==> src/rtl/fetch_unit.sv <==
// Instruction-fetch front end: fetch PC, imem req/ack handshake, 2-entry prefetch FIFO, Decode register.
// Optional discarded-response counter built only when FETCH_SQUASH_CNT_EN is defined.
`timescale 1ns/1ps
module fetch_unit #(
   parameter logic [31:0] RESET_PC = 32'h0000_0000
) (
   input  logic        clk,
   input  logic        reset,
   input  logic        StallF,
   input  logic        StallD,
   input  logic        FlushD,
   input  logic        PCWrPendingF,
   input  logic        BranchTakenE,
   input  logic [31:0] BranchTargetE,
   input  logic        PCSrcW,
   input  logic [31:0] ResultW,
   output logic        IMemReq,
   output logic [31:0] IMemAddr,
   input  logic        IMemAck,
   input  logic [31:0] IMemRData,
   output logic [31:0] InstrD,
   output logic [31:0] PCD,
   output logic        ValidD,
   output logic [15:0] SquashCntF
);

   typedef enum logic [1:0] {S_FETCH, S_WAIT, S_DRAIN} state_t;
   typedef struct packed {
      logic [31:0] pc;
      logic [31:0] instr;
   } fent_t;

   state_t      r_state, w_state_nxt;
   logic [31:0] r_pc, r_addr, r_pend;
   logic        r_req;
   logic [31:0] w_pc_nxt, w_addr_nxt, w_pend_nxt;
   logic        w_req_nxt;

   fent_t       r_fifo [2];
   logic [1:0]  r_cnt;
   logic [31:0] r_instr, r_pcd;
   logic        r_valid;

   logic        w_redirect, w_ack, w_push, w_pop, w_issue;
   logic [31:0] w_target;
   logic [2:0]  w_occ;

   assign w_redirect = BranchTakenE | PCSrcW;
   assign w_target   = BranchTakenE ? BranchTargetE : ResultW;
   assign w_ack      = IMemAck & r_req;
   assign w_push     = (r_state == S_WAIT) & w_ack & ~w_redirect;
   assign w_pop      = ~FlushD & ~StallD & (r_cnt != 2'd0);
   // occupancy after this edge; a new request only goes out if its slot is free
   assign w_occ      = {1'b0, r_cnt} + {2'b00, w_push} - {2'b00, w_pop};
   assign w_issue    = ~StallF & ~PCWrPendingF & (w_occ < 3'd2);

   always_ff @(posedge clk or posedge reset) begin
      if (reset) r_state <= S_FETCH;
      else       r_state <= w_state_nxt;
   end

   always_comb begin
      w_state_nxt = r_state;
      case (r_state)
         S_FETCH: if (!w_redirect && w_issue) w_state_nxt = S_WAIT;
         S_WAIT: begin
            if (w_redirect)           w_state_nxt = w_ack ? S_FETCH : S_DRAIN;
            else if (w_ack && !w_issue) w_state_nxt = S_FETCH;
         end
         S_DRAIN: if (w_ack) w_state_nxt = S_FETCH;
         default: w_state_nxt = S_FETCH;
      endcase
   end

   always_comb begin
      w_pc_nxt   = r_pc;
      w_addr_nxt = r_addr;
      w_pend_nxt = r_pend;
      w_req_nxt  = r_req;
      case (r_state)
         S_FETCH: begin
            if (w_redirect) w_pc_nxt = w_target;
            else if (w_issue) begin
               w_req_nxt  = 1'b1;
               w_addr_nxt = r_pc;
            end
         end
         S_WAIT: begin
            if (w_redirect) begin
               if (w_ack) begin
                  w_pc_nxt  = w_target;
                  w_req_nxt = 1'b0;
               end else begin
                  w_pend_nxt = w_target;
               end
            end else if (w_ack) begin
               w_pc_nxt = r_pc + 32'd4;
               if (w_issue) w_addr_nxt = r_pc + 32'd4;
               else         w_req_nxt  = 1'b0;
            end
         end
         S_DRAIN: begin
            // the newest redirect wins, including one arriving with the ack
            if (w_redirect) w_pend_nxt = w_target;
            if (w_ack) begin
               w_pc_nxt  = w_redirect ? w_target : r_pend;
               w_req_nxt = 1'b0;
            end
         end
         default: ;
      endcase
   end

   always_ff @(posedge clk or posedge reset) begin
      if (reset) begin
         r_pc   <= RESET_PC;
         r_addr <= RESET_PC;
         r_pend <= RESET_PC;
         r_req  <= 1'b0;
      end else begin
         r_pc   <= w_pc_nxt;
         r_addr <= w_addr_nxt;
         r_pend <= w_pend_nxt;
         r_req  <= w_req_nxt;
      end
   end

   always_ff @(posedge clk or posedge reset) begin
      if (reset)           r_cnt <= 2'd0;
      else if (w_redirect) r_cnt <= 2'd0;
      else                 r_cnt <= w_occ[1:0];
   end

   // head is slot 0; a pop shifts, and the push lands at the post-pop tail
   always_ff @(posedge clk) begin
      if (w_pop)  r_fifo[0] <= r_fifo[1];
      if (w_push) r_fifo[w_occ[1]] <= '{pc: r_addr, instr: IMemRData};
   end

   always_ff @(posedge clk or posedge reset) begin
      if (reset) begin
         r_instr <= '0;
         r_pcd   <= '0;
         r_valid <= 1'b0;
      end else if (FlushD) begin
         r_instr <= '0;
         r_pcd   <= '0;
         r_valid <= 1'b0;
      end else if (!StallD) begin
         if (r_cnt != 2'd0) begin
            r_instr <= r_fifo[0].instr;
            r_pcd   <= r_fifo[0].pc;
            r_valid <= 1'b1;
         end else begin
            r_instr <= '0;
            r_valid <= 1'b0;
         end
      end
   end

`ifdef FETCH_SQUASH_CNT_EN
   logic        w_discard;
   logic [15:0] r_sq;
   assign w_discard = w_ack & (w_redirect | (r_state == S_DRAIN));
   always_ff @(posedge clk or posedge reset) begin
      if (reset)                            r_sq <= '0;
      else if (w_discard && r_sq != 16'hFFFF) r_sq <= r_sq + 16'd1;
   end
   assign SquashCntF = r_sq;
`else
   assign SquashCntF = '0;
`endif

   assign IMemReq  = r_req;
   assign IMemAddr = r_addr;
   assign InstrD   = r_instr;
   assign PCD      = r_pcd;
   assign ValidD   = r_valid;

endmodule

==> config.mk <==
export PLATFORM = sky130hd
export DESIGN_NAME = fetch_unit
export DESIGN_NICKNAME = d
export VERILOG_FILES = /design/src/rtl/fetch_unit.sv
export SDC_FILE = /design/constraint.sdc
export NUM_CORES = 1
export LEC_CHECK = 0
export BUFFER_PORTS_ARGS = -buffer_cell sky130_fd_sc_hd__clkbuf_2
export CAP_MARGIN = 20
export CORE_MARGIN = 8
export CORE_UTILIZATION = 52
export CTS_CLUSTER_DIAMETER = 40
export CTS_CLUSTER_SIZE = 14
export DETAILED_ROUTE_END_ITERATION = 8
export GPL_TIMING_DRIVEN = 0
export MAX_ROUTING_LAYER = met4
export PLACE_DENSITY = 0.81
export SYNTH_ARGS = -nofsm -noshare
export SYNTH_HDL_FRONTEND = slang
export SYNTH_SLANG_ARGS = --single-unit
==> constraint.sdc <==
create_clock -name clk -period 13.25 [get_ports clk]
set_clock_uncertainty 0.05 [all_clocks]
set_input_delay 2.65 -clock clk [delete_from_list [all_inputs] [get_ports clk]]
set_output_delay 2.65 -clock clk [all_outputs]
set_load 0.01 [all_outputs]
=== Word level (Yosys, flattened, before mapping) ===
Memories as Yosys holds them, arrays and structs flattened.
Index checks and enable logic that the tools add are counted.

* Add/subtract/negate cells: 3
* $mul: 0
* Div/mod/pow operators: 0
* $lt $le $gt $ge: 1
* Eq/ne operators: 16
* Shift operators: 0
* Muxes and demuxes: 44
* Bitwise operators: 13
* Reduce and logical (&&, ||, !) cells: 16

{| class="wikitable"
|+ Operator list
! cell !! count
|-
| 2-to-1 mux 32 bit || 20
|-
| one-hot mux 32 bit (2 select lines) || 2
|-
| one-hot mux 32 bit (3 select lines) || 1
|-
| adder 32 x 3 -> 32 bit (second input constant) || 1
|-
| != test 2 bit (second input constant) || 10
|-
| 2-to-1 mux 1 bit || 13
|-
| 2-to-1 mux 2 bit || 6
|-
| nonzero test 2 bit || 4
|-
| bitwise AND 1 bit || 7
|-
| != test 3 bit (second input constant) || 2
|-
| one-hot mux 2 bit (3 select lines) || 1
|-
| AND reduction 3 bit || 2
|-
| AND reduction 6 bit || 1
|-
| NOT 1 bit || 5
|-
| AND reduction 5 bit || 1
|-
| AND reduction 4 bit || 1
|-
| adder 2 x 1 -> 3 bit || 1
|-
| less-than comparator 3 x 2 -> 1 bit (second input constant) || 1
|-
| != test 3 x 2 -> 1 bit (second input constant) || 1
|-
| one-hot mux 1 bit (3 select lines) || 1
|-
| nonzero test 3 bit || 1
|-
| subtractor 3 x 1 -> 3 bit || 1
|-
| equality test 2 x 1 -> 1 bit (second input constant) || 1
|-
| equality test 2 bit (second input constant) || 1
|-
| 6 further kinds || 8
|}

* Register bits after elaboration: 166
* Bits in latches: 0
* Bits in writable memories: 128
* Bits in read-only memories: 0
* Input bits: 105
* Output and inout port bits: 114
* Logic and storage cells: 103
* Memories kept: 1

{| class="wikitable"
|+ Memories
! memory !! depth !! width !! rd ports !! clocked after Yosys merged registers in !! write ports !! line !! source
|-
| r_fifo || 2 || 64 || 2 || 0 || 2 || 39 || <nowiki>fent_t r_fifo [2];</nowiki>
|}

=== Depth between registers and ports, before layout ===
Gate-level depths: netlist of the first run.

* Depth after elaboration: 12
* Mapped depth: 18
* Mapped depth without buffers: 14

=== Worst setup path after synthesis of the first run ===
No wires, ideal clock.

* Path type: input port to flip-flop
* Start point: input StallD
* End point: memory r_fifo[1][0] in the netlist's numbering (enable)
* Setup time: 0.486 ns
* Data arrival time: 7.234 ns
* Data required time: 12.714 ns
* Slack: 5.480 ns
* Stages: 9
* Buffers on the path: 2
* Cell sequence: nor3_1 clkbuf_1 clkbuf_1 ha_1 inv_1 ha_1 inv_1 fa_1 nor2_1

{| class="wikitable"
|+ RTL lines
! element !! line !! source
|-
| from (decl) || 10 || <nowiki>input logic StallD,</nowiki>
|-
| to (decl) || 39 ||
|}

==> metrics.csv, run 1 <==
stage,metric,value,unit
run_status,status,"complete, no violations",
drt,drc,0,
clock_tree,cts_sinks,294,
worst_setup_path,critPathBufInv,7,
worst_setup_path,path_delay_family,buffers and inverters,
synthesis,yosysTopAreaCell,dfrtp_1,
floorplanning,coreArea,25180,um2
synthesis,ys_top_cells_by_area,"dfrtp_1 31%, edfxtp_1 29%, mux2_2 7.5%",
cells_and_area,nets,1473,
placed_design,io_buffer_count,202,
global_route,grt_use_total,0.2354,
worst_setup_path,critPathArrivalTime,7070,ps
global_route,grt_pass1_wl,56580,um
timing,min_period_over_period,0.5320,
clock_tree,clockBufferDepth,3,
cells_and_area,drive_above_1_share,0.2899,
timing,rsz0062_at_grt,no,
cells_and_area,syn_to_final_growth,21.98,%
floorplanning,dieArea,30950,um2
clock_tree,post-cts-setup-buffers,0,
placed_design,dp_hpwl,25590,um
cells_and_area,register_area,7998,um2
cells_and_area,final_common_cell,clkbuf_2,
global_route,grt_pass1_vias,10220,
global_route,grt_remaining_overflow,0,
cells_and_area,n_antenna_cell,0,
floorplanning,ios,219,
synthesis,synth_edf_count,128,
worst_setup_path,startpoint_type,input pin,
worst_setup_path,cp_cell_sequence,clkbuf_2 -> nor3_1 -> clkbuf_1 -> clkbuf_1 -> ha_1 -> inv_1 -> ha_1 -> inv_1 -> fa_1 -> nand3_1 -> clkbuf_1 -> buf_2 -> nand2b_4,
clock_tree,clk_latency,510,ps
cells_and_area,layout_common_cells,"203 x clkbuf_2, 166 x dfrtp_1, 128 x edfxtp_1",
clock_tree,tritoncts,yes,
pwr,peakVddDrop,0.1056,mV
cells_and_area,fillerInstances,1920,
worst_setup_path,cpMaxStageDelayCell,clkbuf_1,
timing,fmax,141.9,MHz
drt,avgRoutedWirePerCell,20.95,um
floorplanning,rows,58,
clock_tree,root_buffer,clkbuf_16,
synthesis,synth_top_area_share,0.3123,
synthesis,synth.cell_area,13300,um2
clock_tree,htree_levels,2,
global_route,antenna_found_initial,0,
clock_tree,hold_buffers,0,
synthesis,ys_seq_area_frac,0.6013,
global_route,grt_max_degree,118,
drt,num_vias,10010,
drt,postRouteAntennaNets,0,
synthesis,yosys_warnings,0,
floorplanning,die_w,175.9,um
drt,drt_iter0_drc,1005,
synthesis,synth_flop_cell,dfrtp_1,
worst_setup_path,worstPathMaxFanout,64,
pwr,powerDensity,201.0,nW/um2
worst_setup_path,criticalPathCategory,input pin to register,
timing,worst_pin_slew,1094,ps
drt,vias_per_cell,5.818,
timing,relSlewSlack,0.2662,
worst_setup_path,cpMostUsedCell,clkbuf_1,
synthesis,async_reset_ff_frac,0.5646,
synthesis,synth_cell_types,64,
timing,hold_violations,0,
timing,drv_slew,0,
clock_tree,clkTransAtPathRegs,60,ps
worst_setup_path,end_kind,register,
timing,finalSetupTns,0,ps
worst_hold_path,holdCritPathClass,register to register,
timing,final.min_clock_period,7049,ps
timing,final-setup-viol-count,0,
cells_and_area,finish.utilization,0.6442,
flow_run,maxCapViolations,0,
synthesis,ys_ff_latch,294,
clock_tree,numCtsBuffers,38,
synthesis,postSynthAreaPerCell,12.08,um2
worst_setup_path,critical-path-max-stage-delay,570,ps
clock_tree,cts_resized,0,
placed_design,gp_congestion,0.9369,
floorplanning,start_util,0.5282,
synthesis,synth_cells,1101,
drt,drt_first_pass_iters,7,
pwr,p_leak,0.006887,uW
worst_setup_path,cp.required,13270,ps
drt,drt_wl_total,36040,um
floorplanning,die_h,175.9,um
cells_and_area,multi_input_area,4902,um2
==> area by class of cell <==
| type | count | share of cell area |
|---|---|---|
| Sequential cell | 294 | 0.4930 |
| Multi-Input combinational cell | 719 | 0.3022 |
| Clock buffer | 50 | 0.06702 |
| Timing Repair Buffer | 204 | 0.06525 |
| Buffer | 95 | 0.02723 |
| Tap cell | 330 | 0.02545 |
| Clock inverter | 20 | 0.01758 |
| Inverter | 8 | 0.002314 |
==> routing by layer <==
| metal | track usage | wire length [um] | vias to the layer above | part of all wire |
|---|---|---|---|---|
| li1 | - | - | 4596 | - |
| met1 | 0.3016 | 15350 | 4834 | 0.43 |
| met2 | 0.3758 | 16920 | 494 | 0.47 |
| met3 | 0.04785 | 2813 | 83 | 0.078 |
| met4 | 0.06959 | 947 | 0 | 0.026 |
| met5 | - | 0 | - | 0 |
==> final timing paths <==
kind / depth (start not counted) / slack, ps / to / start
worst max-delay path: 13 / 6200 / r_fifo[0][25] / StallD
worst min-delay path: 1 / 410 / PCD[0] / r_fifo[0][32]
worst max register to register: 15 / 7580 / r_fifo[0][25] / r_state[1]
worst min register to register: 1 / 410 / PCD[0] / r_fifo[0][32]
max in group asynchronous: 3 / 10100 / InstrD[25] / reset
min in group asynchronous: 2 / 2100 / r_pend[31] / reset
==> flip-flops by register name, summed over array words and instances (netlist names) <==
register	flops
r_state	2
InstrD	32
IMemReq	1
r_cnt	2
r_pend	32
r_pc	32
IMemAddr	32
r_fifo	128
PCD	32
ValidD	1
==> worst register-to-register path: cells and delay by family (launching register included) <==
kind	cells	cell delay, ps
buf+inv	7	1960
simple gates	4	1640
fa+ha+maj	4	1140
flops	1	410
==> synth_stat cells (all sizes together) (4+ instances only) <==
cell,number
a22o,66
buf,40
nor2b,4
mux2,89
nand2,72
and3,8
o21ai,84
mux2i,25
nand2b,10
a211oi,6
inv,8
or3,7
a31oi,15
a21oi,47
nor3b,6
dfrtp,166
clkbuf,55
nand4,24
nor2,81
and2,6
nand3,26
xor2,26
nor4,5
and4,6
edfxtp,128
a221oi,12
ha,7
xnor2,9
nor3,19
==> stage by stage <==
step           instances  instance area [um2]  hold slack, ps  setup WS (ps)  total power [uW]
3_5_place_dp        1650                14850           400.3           5680              2154
4_1_cts             1720                16220           413.7           6129              3250
6_report            1720                16220           410.4           6201              3260
3_3_place_gp        1648                14780           395.0           3369              2123
5_1_grt             1720                16220           429.3           5871              3412
2_1_floorplan       1116                13360           392.8           5480              1827
==> power by group <==
part	switching [uW]	leakage, uW	internal [uW]
clock network	394	0.000672	699
registers	148	0.00329	1130
logic	579	0.00292	316
==> cells by family (layout without fill, tap and decap cells) <==
| family | Yosys count | count (layout) | synth area share |
|---|---|---|---|
| XOR/XNOR | 35 | 35 | 0.02305 |
| AO/OA/AOI/OAI | 264 | 264 | 0.1317 |
| multiplexers | 114 | 114 | 0.09417 |
| buffers and inverters | 103 | 377 | 0.03547 |
| flip-flops | 294 | 294 | 0.6013 |
| other | 1 | 16 | 0.0002819 |
| AND/OR/NAND/NOR | 282 | 282 | 0.1059 |
| adder cells (fa/ha/maj) | 8 | 8 | 0.008090 |
Power figures use the tool's default switching activity.
==> inputs of run 2 (changes only) <==
--- a/config.mk
+++ b/config.mk
@@ -5,6 +5,7 @@
 export SDC_FILE = /design/constraint.sdc
 export NUM_CORES = 1
 export LEC_CHECK = 0
+export ABC_AREA = 1
 export BUFFER_PORTS_ARGS = -buffer_cell sky130_fd_sc_hd__clkbuf_2
 export CAP_MARGIN = 20
 export CORE_MARGIN = 8
==> constraint.sdc (replaced) <==
create_clock -name clk -period 6.5 [get_ports clk]
set_clock_uncertainty 0.05 [all_clocks]
set_input_delay 1.3 -clock clk [delete_from_list [all_inputs] [get_ports clk]]
set_output_delay 1.3 -clock clk [all_outputs]
set_load 0.01 [all_outputs]
==> run 2 against run 1 <==
  * Global-route usage up 0.28 points
  * Worst hold slack lost 23 ps
  * First-iteration DRC count up 0.50%
  * Setup slack worse by 4600 ps
  * Wire length up 1.9%
  * Design area increased by 2.5%
  * Sequential share of layout area shrank 1.2 points
  * Non-clock buffer count fell by 6
  * Synthesized cell count grew 28%
  * Via count rose by 9.1%
  * Largest power group unchanged
==> metrics.csv, run 2 <==
stage,metric,value,unit,change
synthesis,ys_seq_area_frac,0.5851,,was 0.6013
drt,vias_per_cell,5.367,,was 5.818
cells_and_area,register_area,7998,um2,unchanged
pwr,p_leak,0.007704,uW,was 0.006887 uW
worst_setup_path,critPathBufInv,6,,was 7
worst_setup_path,cp.required,6590,ps,"was 13,270 ps"
worst_setup_path,cp_cell_sequence,buf_2 -> o21bai_1 -> nor2_1 -> buf_2 -> buf_2 -> ha_1 -> inv_1 -> ha_1 -> inv_1 -> fa_1 -> nand3_2 -> clkbuf_1 -> nand2_4,,was clkbuf_2 -> nor3_1 -> clkbuf_1 -> clkbuf_1 -> ha_1 -> inv_1 -> ha_1 -> inv_1 -> fa_1 -> nand3_1 -> clkbuf_1 -> buf_2 -> nand2b_4
cells_and_area,syn_to_final_growth,21.62,%,was 21.98%
cells_and_area,n_antenna_cell,0,,unchanged
timing,worst_pin_slew,859.8,ps,was 1094 ps
synthesis,ys_ff_latch,294,,unchanged
flow_run,maxCapViolations,0,,unchanged
cells_and_area,layout_common_cells,"393 x nand2_1, 200 x clkbuf_2, 166 x dfrtp_1",,"was 203 x clkbuf_2, 166 x dfrtp_1, 128 x edfxtp_1"
cells_and_area,largest_register_ffs,128,,unchanged
synthesis,yosys_warnings,0,,unchanged
cells_and_area,drive_above_1_share,0.2443,,was 0.2899
timing,final-setup-viol-count,0,,unchanged
synthesis,synth_compound_area_frac,0.1012,,was 0.1317
clock_tree,clockBufferDepth,3,,unchanged
worst_setup_path,path_delay_family,simple AND/OR/NAND/NOR gates,,was buffers and inverters
synthesis,yosysMostFrequentCell,nand2_1,,was dfrtp_1
global_route,grt_pass1_vias,10850,,was 10.22k
timing,relSlewSlack,0.4268,,was 0.2662
run_status,status,"complete, no violations",,unchanged
clock_tree,post-cts-setup-buffers,0,,unchanged
synthesis,synth.cell_area,13670,um2,"was 13,300 um2"
synthesis,synth_mux_area_frac,0.04513,,was 0.09417
worst_setup_path,critical-path-max-stage-delay,710,ps,was 570 ps
drt,drt_iter0_drc,1010,,"was 1,005"
synthesis,async_reset_ff_frac,0.5646,,unchanged
worst_setup_path,critPathArrivalTime,5010,ps,was 7070 ps
pwr,peakVddDrop,0.2433,mV,was 0.1056 mV
synthesis,synth_cell_types,41,,was 64
floorplanning,coreArea,25910,um2,"was 25,180 um2"
drt,avgRoutedWirePerCell,18.06,um,was 20.95 um
floorplanning,die_h,178.1,um,was 175.9 um
cells_and_area,top_register,r_fifo,,unchanged
pwr,swShare,0.3593,,was 0.3436
clock_tree,cts_resized,0,,unchanged
floorplanning,dieArea,31730,um2,"was 30,950 um2"
cells_and_area,nets,1781,,"was 1,473"
floorplanning,start_util,0.5275,,was 0.5282
timing,finalSetupTns,0,ps,unchanged
drt,drc,0,,unchanged
clock_tree,tritoncts,yes,,unchanged
clock_tree,numCtsBuffers,39,,was 38
synthesis,postSynthAreaPerCell,9.701,um2,was 12.08 um2
worst_setup_path,end_kind,register,,unchanged
pwr,p_clk_frac,0.332,,was 0.335
clock_tree,clkTransAtPathRegs,60,ps,about the same
floorplanning,rows,59,,was 58
drt,num_vias,10920,,was 10.01k
clock_tree,hold_buffers,0,,unchanged
worst_hold_path,holdCritPathClass,register to register,,unchanged
timing,rsz0062_at_grt,no,,unchanged
timing,min_period_over_period,0.7562,,
worst_setup_path,cpMostUsedCell,buf_2,,was clkbuf_1
synthesis,synth_commonest_cells,"394 x nand2_1, 166 x dfrtp_1, 128 x edfxtp_1, 101 x inv_1, 97 x nand3_1",,"was 166 x dfrtp_1, 128 x edfxtp_1, 89 x mux2_2, 81 x nor2_1, 81 x o21ai_0"
clock_tree,htree_levels,2,,unchanged
pwr,p_switching,2430,uW,was 1120 uW
placed_design,dp_hpwl,27130,um,"was 25,590 um"
timing,final.min_clock_period,4915,ps,
global_route,grt_remaining_overflow,0,,unchanged
clock_tree,clk_latency,530,ps,was 510 ps
placed_design,gp_congestion,0.8953,,was 0.9369
timing,fmax,203.5,MHz,
clock_tree,root_buffer,clkbuf_16,,unchanged
drt,postRouteAntennaNets,0,,unchanged
synthesis,synth_flop_cell,dfrtp_1,,unchanged
worst_setup_path,criticalPathCategory,input pin to register,,unchanged
synthesis,synth_edf_count,128,,unchanged
pwr,internal_power,4332,uW,was 2140 uW
synthesis,yosysTopAreaCell,dfrtp_1,,unchanged
cells_and_area,multi_input_area,4851,um2,was 4902 um2
timing,drv_slew,0,,unchanged
synthesis,synth_cells,1409,,"was 1,101"
synthesis,ys_top_cells_by_area,"dfrtp_1 30%, edfxtp_1 28%, nand2_1 11%",,"was dfrtp_1 31%, edfxtp_1 29%, mux2_2 7.5%"
synthesis,synth_xor_area_frac,0.005767,,was 0.02305
worst_setup_path,cpMaxStageDelayCell,nand2_4,,was clkbuf_1
worst_setup_path,startpoint_type,input pin,,unchanged
synthesis,yosys.area_share.simple,0.1894,,was 0.1059
clock_tree,cts_sinks,294,,unchanged
synthesis,synthAdderAreaFrac,0.007873,,was 0.008090
timing,hold_violations,0,,unchanged
synthesis,synth_top_family_by_area,simple AND/OR/NAND/NOR gates,,was compound AO/OA/AOI/OAI gates
floorplanning,ios,219,,unchanged
global_route,grt_use_total,0.2382,,was 0.2354
floorplanning,die_w,178.1,um,was 175.9 um
placed_design,io_buffer_count,200,,was 202
pwr,combPwrFrac,0.283,,was 0.274
synthesis,synth_top_area_share,0.3039,,was 0.3123
global_route,grt_max_degree,100,,was 118
pwr,pwr-share-seq,0.385,,was 0.390
global_route,antenna_found_initial,0,,unchanged
cells_and_area,final_common_cell,nand2_1,,was clkbuf_2
cells_and_area,fillerInstances,2038,,"was 1,920"
drt,drt_wl_total,36740,um,"was 36,040 um"
global_route,grt_pass1_wl,58310,um,"was 56,580 um"
drt,drt_first_pass_iters,5,,was 7
cells_and_area,finish.utilization,0.6416,,was 0.6442
pwr,powerDensity,406.7,nW/um2,was 201.0 nW/um2
worst_setup_path,worstPathMaxFanout,64,,unchanged
run 2: layout make-up:
type,instances,area share
Buffer,90,0.02966
Clock buffer,46,0.06405
Clock inverter,26,0.01949
Inverter,106,0.02439
Multi-Input combinational cell,934,0.2918
Sequential cell,294,0.4811
Tap cell,335,0.02521
Timing Repair Buffer,203,0.06428
run 2: tightest hold or removal path: cells and delay by family, from the launching register on:
kind / cells / cell delay (ps)
flip-flops: 1 / 320
AND/OR/NAND/NOR: 2 / 90
run 2: metal layers:
layer,GRT usage,part of all wire,up-vias
met4,0.07225,0.027,0
met1,0.2979,0.41,5118
met5,-,0,-
li1,-,-,5241
met2,0.3921,0.48,486
met3,0.04149,0.079,72
run 2: final timing paths:
path	slack, ps	cells past startpoint	startpoint	to
setup / recovery	1580	13	StallD	r_fifo[0][55]
hold / removal	390	2	r_fifo[0][60]	PCD[28]
setup reg to reg	2010	12	r_cnt[1]	r_fifo[0][55]
hold reg to reg	390	2	r_fifo[0][60]	PCD[28]
max in group asynchronous	4740	3	reset	r_pend[23]
min in group asynchronous	770	2	reset	PCD[6]
run 2: power by group through the flow:
| stage | combinational [uW] | sequential, uW | clock [uW] |
|---|---|---|---|
| 4_1_cts | 1910 | 2590 | 2270 |
| 6_report | 1920 | 2600 | 2240 |
| 3_5_place_dp | 1880 | 2620 | 0 |
| 2_1_floorplan | 1250 | 2570 | 0 |
| 5_1_grt | 2140 | 2640 | 2360 |
| 3_3_place_gp | 1830 | 2600 | 0 |
run 2: cells by family (layout without fill, tap and decap cells):
| family | count (synthesis) | count (layout) |
|---|---|---|
| AND/OR/NAND/NOR | 616 | 616 |
| flip-flops | 294 | 294 |
| AO/OA/AOI/OAI | 230 | 230 |
| buffers and inverters | 196 | 471 |
| multiplexers | 55 | 55 |
| XOR/XNOR | 9 | 9 |
| adder cells (fa/ha/maj) | 8 | 8 |
| other | 1 | 16 |
run 2: metrics by stage:
step	worst slack, ps	area (um2)	total power (uW)	instances	hold slack (ps)
floorplan	132.6	13720	3827	1424	368.4
global placement	-1516	15140	4435	1959	373.2
detailed placement	1067	15230	4504	1962	374.9
CTS	1569	16620	6773	2034	389.1
global route	1286	16620	7142	2034	402.8
finish	1585	16620	6761	2034	386.9
==> inputs of run 3 (changes only) <==
--- a/config.mk
+++ b/config.mk
@@ -9,13 +9,13 @@
 export BUFFER_PORTS_ARGS = -buffer_cell sky130_fd_sc_hd__clkbuf_2
 export CAP_MARGIN = 20
 export CORE_MARGIN = 8
-export CORE_UTILIZATION = 52
+export CORE_UTILIZATION = 51
 export CTS_CLUSTER_DIAMETER = 40
 export CTS_CLUSTER_SIZE = 14
 export DETAILED_ROUTE_END_ITERATION = 8
 export GPL_TIMING_DRIVEN = 0
 export MAX_ROUTING_LAYER = met4
-export PLACE_DENSITY = 0.81
+export PLACE_DENSITY = 0.83
 export SYNTH_ARGS = -nofsm -noshare
 export SYNTH_HDL_FRONTEND = slang
 export SYNTH_SLANG_ARGS = --single-unit
==> constraint.sdc (replaced) <==
create_clock -name clk -period 4.12 [get_ports clk]
set_clock_uncertainty 0.05 [all_clocks]
set_input_delay 0.824 -clock clk [delete_from_list [all_inputs] [get_ports clk]]
set_output_delay 0.824 -clock clk [all_outputs]
set_load 0.01 [all_outputs]
==> run 3 against run 2 <==
  * Combinational power rose by 57%
  * Die area increased by 1.8%
  * Critical path type unchanged
  * Critical path depth shrank 1
  * Wire length increased by 0.63%
  * Non-clock buffer count grew 2
  * Clock-buffer cell count did not move
  * Sequential power is 58% higher
  * Clock power grew 51%
  * Largest power group unchanged
  * Worst hold slack got worse by 91 ps
  * Via count about the same
  * Global-route usage fell by 0.84 points
==> metrics.csv, run 3 (synthesis results as in run 2) <==
stage,metric,value,unit,change
run_status,status,"complete, no violations",,unchanged
clock_tree,clk_latency,530,ps,about the same
timing,drv_slew,0,,unchanged
pwr,p_leak,0.007660,uW,was 0.007704 uW
clock_tree,clkTransAtPathRegs,60,ps,about the same
drt,vias_per_cell,5.345,,was 5.367
clock_tree,root_buffer,clkbuf_16,,unchanged
drt,drt_iter0_drc,1003,,"was 1,010"
worst_setup_path,criticalPathCategory,input pin to register,,unchanged
pwr,swShare,0.3642,,was 0.3593
worst_setup_path,critPathArrivalTime,3990,ps,was 5010 ps
global_route,grt_remaining_overflow,0,,unchanged
global_route,grt_use_total,0.2298,,was 0.2382
worst_setup_path,startpoint,StallD,,unchanged
worst_setup_path,critical-path-max-stage-delay,740,ps,was 710 ps
drt,drt_first_pass_iters,5,,unchanged
cells_and_area,top_register,r_fifo,,unchanged
cells_and_area,n_antenna_cell,0,,unchanged
cells_and_area,syn_to_final_growth,21.63,%,was 21.62%
placed_design,io_buffer_count,200,,unchanged
pwr,internal_power,6676,uW,was 4332 uW
floorplanning,ios,219,,unchanged
drt,drt_wl_total,36970,um,"was 36,740 um"
timing,final.min_clock_period,3838,ps,
drt,postRouteAntennaNets,0,,unchanged
timing,rsz0062_at_grt,no,,unchanged
clock_tree,tritoncts,yes,,unchanged
placed_design,gp_congestion,0.9121,,was 0.8953
timing,hold_violations,0,,unchanged
pwr,p_switching,3824,uW,was 2430 uW
clock_tree,numCtsBuffers,39,,unchanged
clock_tree,post-cts-setup-buffers,0,,unchanged
worst_setup_path,r2r-start,r_cnt[1],,unchanged
pwr,pwr-share-seq,0.391,,was 0.385
cells_and_area,finalNonFillerCells,2042,,"was 2,034"
cells_and_area,finish.utilization,0.6238,,was 0.6416
worst_setup_path,critPathBufInv,6,,unchanged
floorplanning,die_w,179.7,um,was 178.1 um
global_route,grt_pass1_vias,10790,,was 10.85k
pwr,peakVddDrop,0.3492,mV,was 0.2433 mV
worst_setup_path,path_delay_family,buffers and inverters,,was simple AND/OR/NAND/NOR gates
worst_setup_path,end_kind,register,,unchanged
worst_setup_path,worstPathMaxFanout,33,,was 64
drt,avgRoutedWirePerCell,18.10,um,was 18.06 um
floorplanning,start_util,0.5129,,was 0.5275
cells_and_area,fillerInstances,2098,,"was 2,038"
clock_tree,hold_buffers,0,,unchanged
worst_setup_path,cpMaxStageDelayCell,nor2_4,,was nand2_4
clock_tree,clockBufferDepth,3,,unchanged
pwr,powerDensity,631.6,nW/um2,was 406.7 nW/um2
floorplanning,coreArea,26650,um2,"was 25,910 um2"
drt,num_vias,10910,,was 10.92k
drt,drc,0,,unchanged
pwr,p_clk_frac,0.322,,was 0.332
worst_setup_path,cp.required,4270,ps,was 6590 ps
worst_setup_path,cp_cell_sequence,buf_2 -> o21bai_2 -> nor2_2 -> clkbuf_4 -> buf_2 -> ha_1 -> inv_1 -> ha_1 -> inv_1 -> fa_2 -> nor2_4 -> buf_12,,was buf_2 -> o21bai_1 -> nor2_1 -> buf_2 -> buf_2 -> ha_1 -> inv_1 -> ha_1 -> inv_1 -> fa_1 -> nand3_2 -> clkbuf_1 -> nand2_4
pwr,fin_total_pwr,10500,uW,was 6761 uW
floorplanning,dieArea,32290,um2,"was 31,730 um2"
timing,relSlewSlack,0.3717,,was 0.4268
floorplanning,die_h,179.7,um,was 178.1 um
timing,worst_pin_slew,940.2,ps,was 859.8 ps
cells_and_area,largest_register_ffs,128,,unchanged
timing,final-setup-viol-count,0,,unchanged
global_route,grt_max_degree,65,,was 100
placed_design,dp_hpwl,27560,um,"was 27,130 um"
floorplanning,rows,60,,was 59
clock_tree,htree_levels,2,,unchanged
worst_hold_path,holdCritPathClass,input pin to asynchronous set/reset pin,,was register to register
global_route,antenna_found_initial,0,,unchanged
pwr,combPwrFrac,0.287,,was 0.283
cells_and_area,drive_above_1_share,0.2451,,was 0.2443
cells_and_area,layout_common_cells,"393 x nand2_1, 201 x clkbuf_2, 166 x dfrtp_1",,"was 393 x nand2_1, 200 x clkbuf_2, 166 x dfrtp_1"
timing,fmax,260.6,MHz,
global_route,grt_pass1_wl,58510,um,"was 58,310 um"
cells_and_area,final_common_cell,nand2_1,,unchanged
timing,min_period_over_period,0.9315,,
placed_design,placed_cells,1970,,"was 1,962"
flow_run,maxCapViolations,0,,unchanged
clock_tree,cts_sinks,294,,unchanged
cells_and_area,nets,1784,,"was 1,781"
worst_setup_path,startpoint_type,input pin,,unchanged
[run 3: per-layer routing]
layer / vias to the layer above / wire length, um / track usage
li1: 5245 / - / -
met1: 5142 / 15630 / 0.2893
met2: 456 / 17540 / 0.3681
met3: 71 / 2664 / 0.04718
met4: 0 / 1125 / 0.07803
met5: - / 0 / -
[run 3: cell type report]
type,count,area [um2],share of cell area
inverters,106,401.6,0.02416
well taps,341,426.7,0.02566
repair buffers,205,1101,0.06623
multi-input cells,935,4891,0.2942
clock buffers,46,1002,0.06028
flip-flops and latches,294,7998,0.4811
clock inverters,25,307.8,0.01851
plain buffers,90,496.7,0.02988
[run 3: power by group through the flow]
stage | logic [uW] | clock network (uW) | registers [uW]
3_3_place_gp | 2900 | 0 | 4100
5_1_grt | 3360 | 3540 | 4160
4_1_cts | 3010 | 3420 | 4090
2_1_floorplan | 1980 | 0 | 4060
3_5_place_dp | 2980 | 0 | 4140
6_report | 3020 | 3380 | 4100
[run 3: final timing paths]
kind,end,slack [ps],depth (start not counted)
setup / recovery,r_fifo[1][21],280,12
hold / removal,InstrD[1],300,2
setup reg to reg,r_fifo[1][21],300,11
hold reg to reg,PCD[26],390,2
max in group asynchronous,r_pc[23],2550,5
min in group clk,PCD[26],390,2
[run 3: metrics by stage]
step           hold slack, ps  setup slack, ps  instance area (um2)  setup TNS [ps]
5_1_grt                 325.4            33.95                16620               0
3_5_place_dp            377.1           -816.4                15270          -96840
2_1_floorplan           368.4           -702.1                13740          -44940
3_3_place_gp            373.3            -1866                15170         -178720
4_1_cts                 291.5            85.56                16590               0
6_report                295.9            282.3                16620               0
[run 3: what timing repair did]
action                                  4_1_cts  5_1_grt
endpoints found under the setup margin       97      120
resized for setup                             3        5
pin swaps                                     0        2
gates cloned                                  0        1
[run 3: worst reg2reg max path, stage by stage (launching register included)]
cell	delay [ps]
dfrtp_1	440
o21bai_2	370
nor2_2	90
clkbuf_4	210
buf_2	210
ha_1	300
inv_1	40
ha_1	170
inv_1	70
fa_2	490
nor2_4	740
buf_12	320
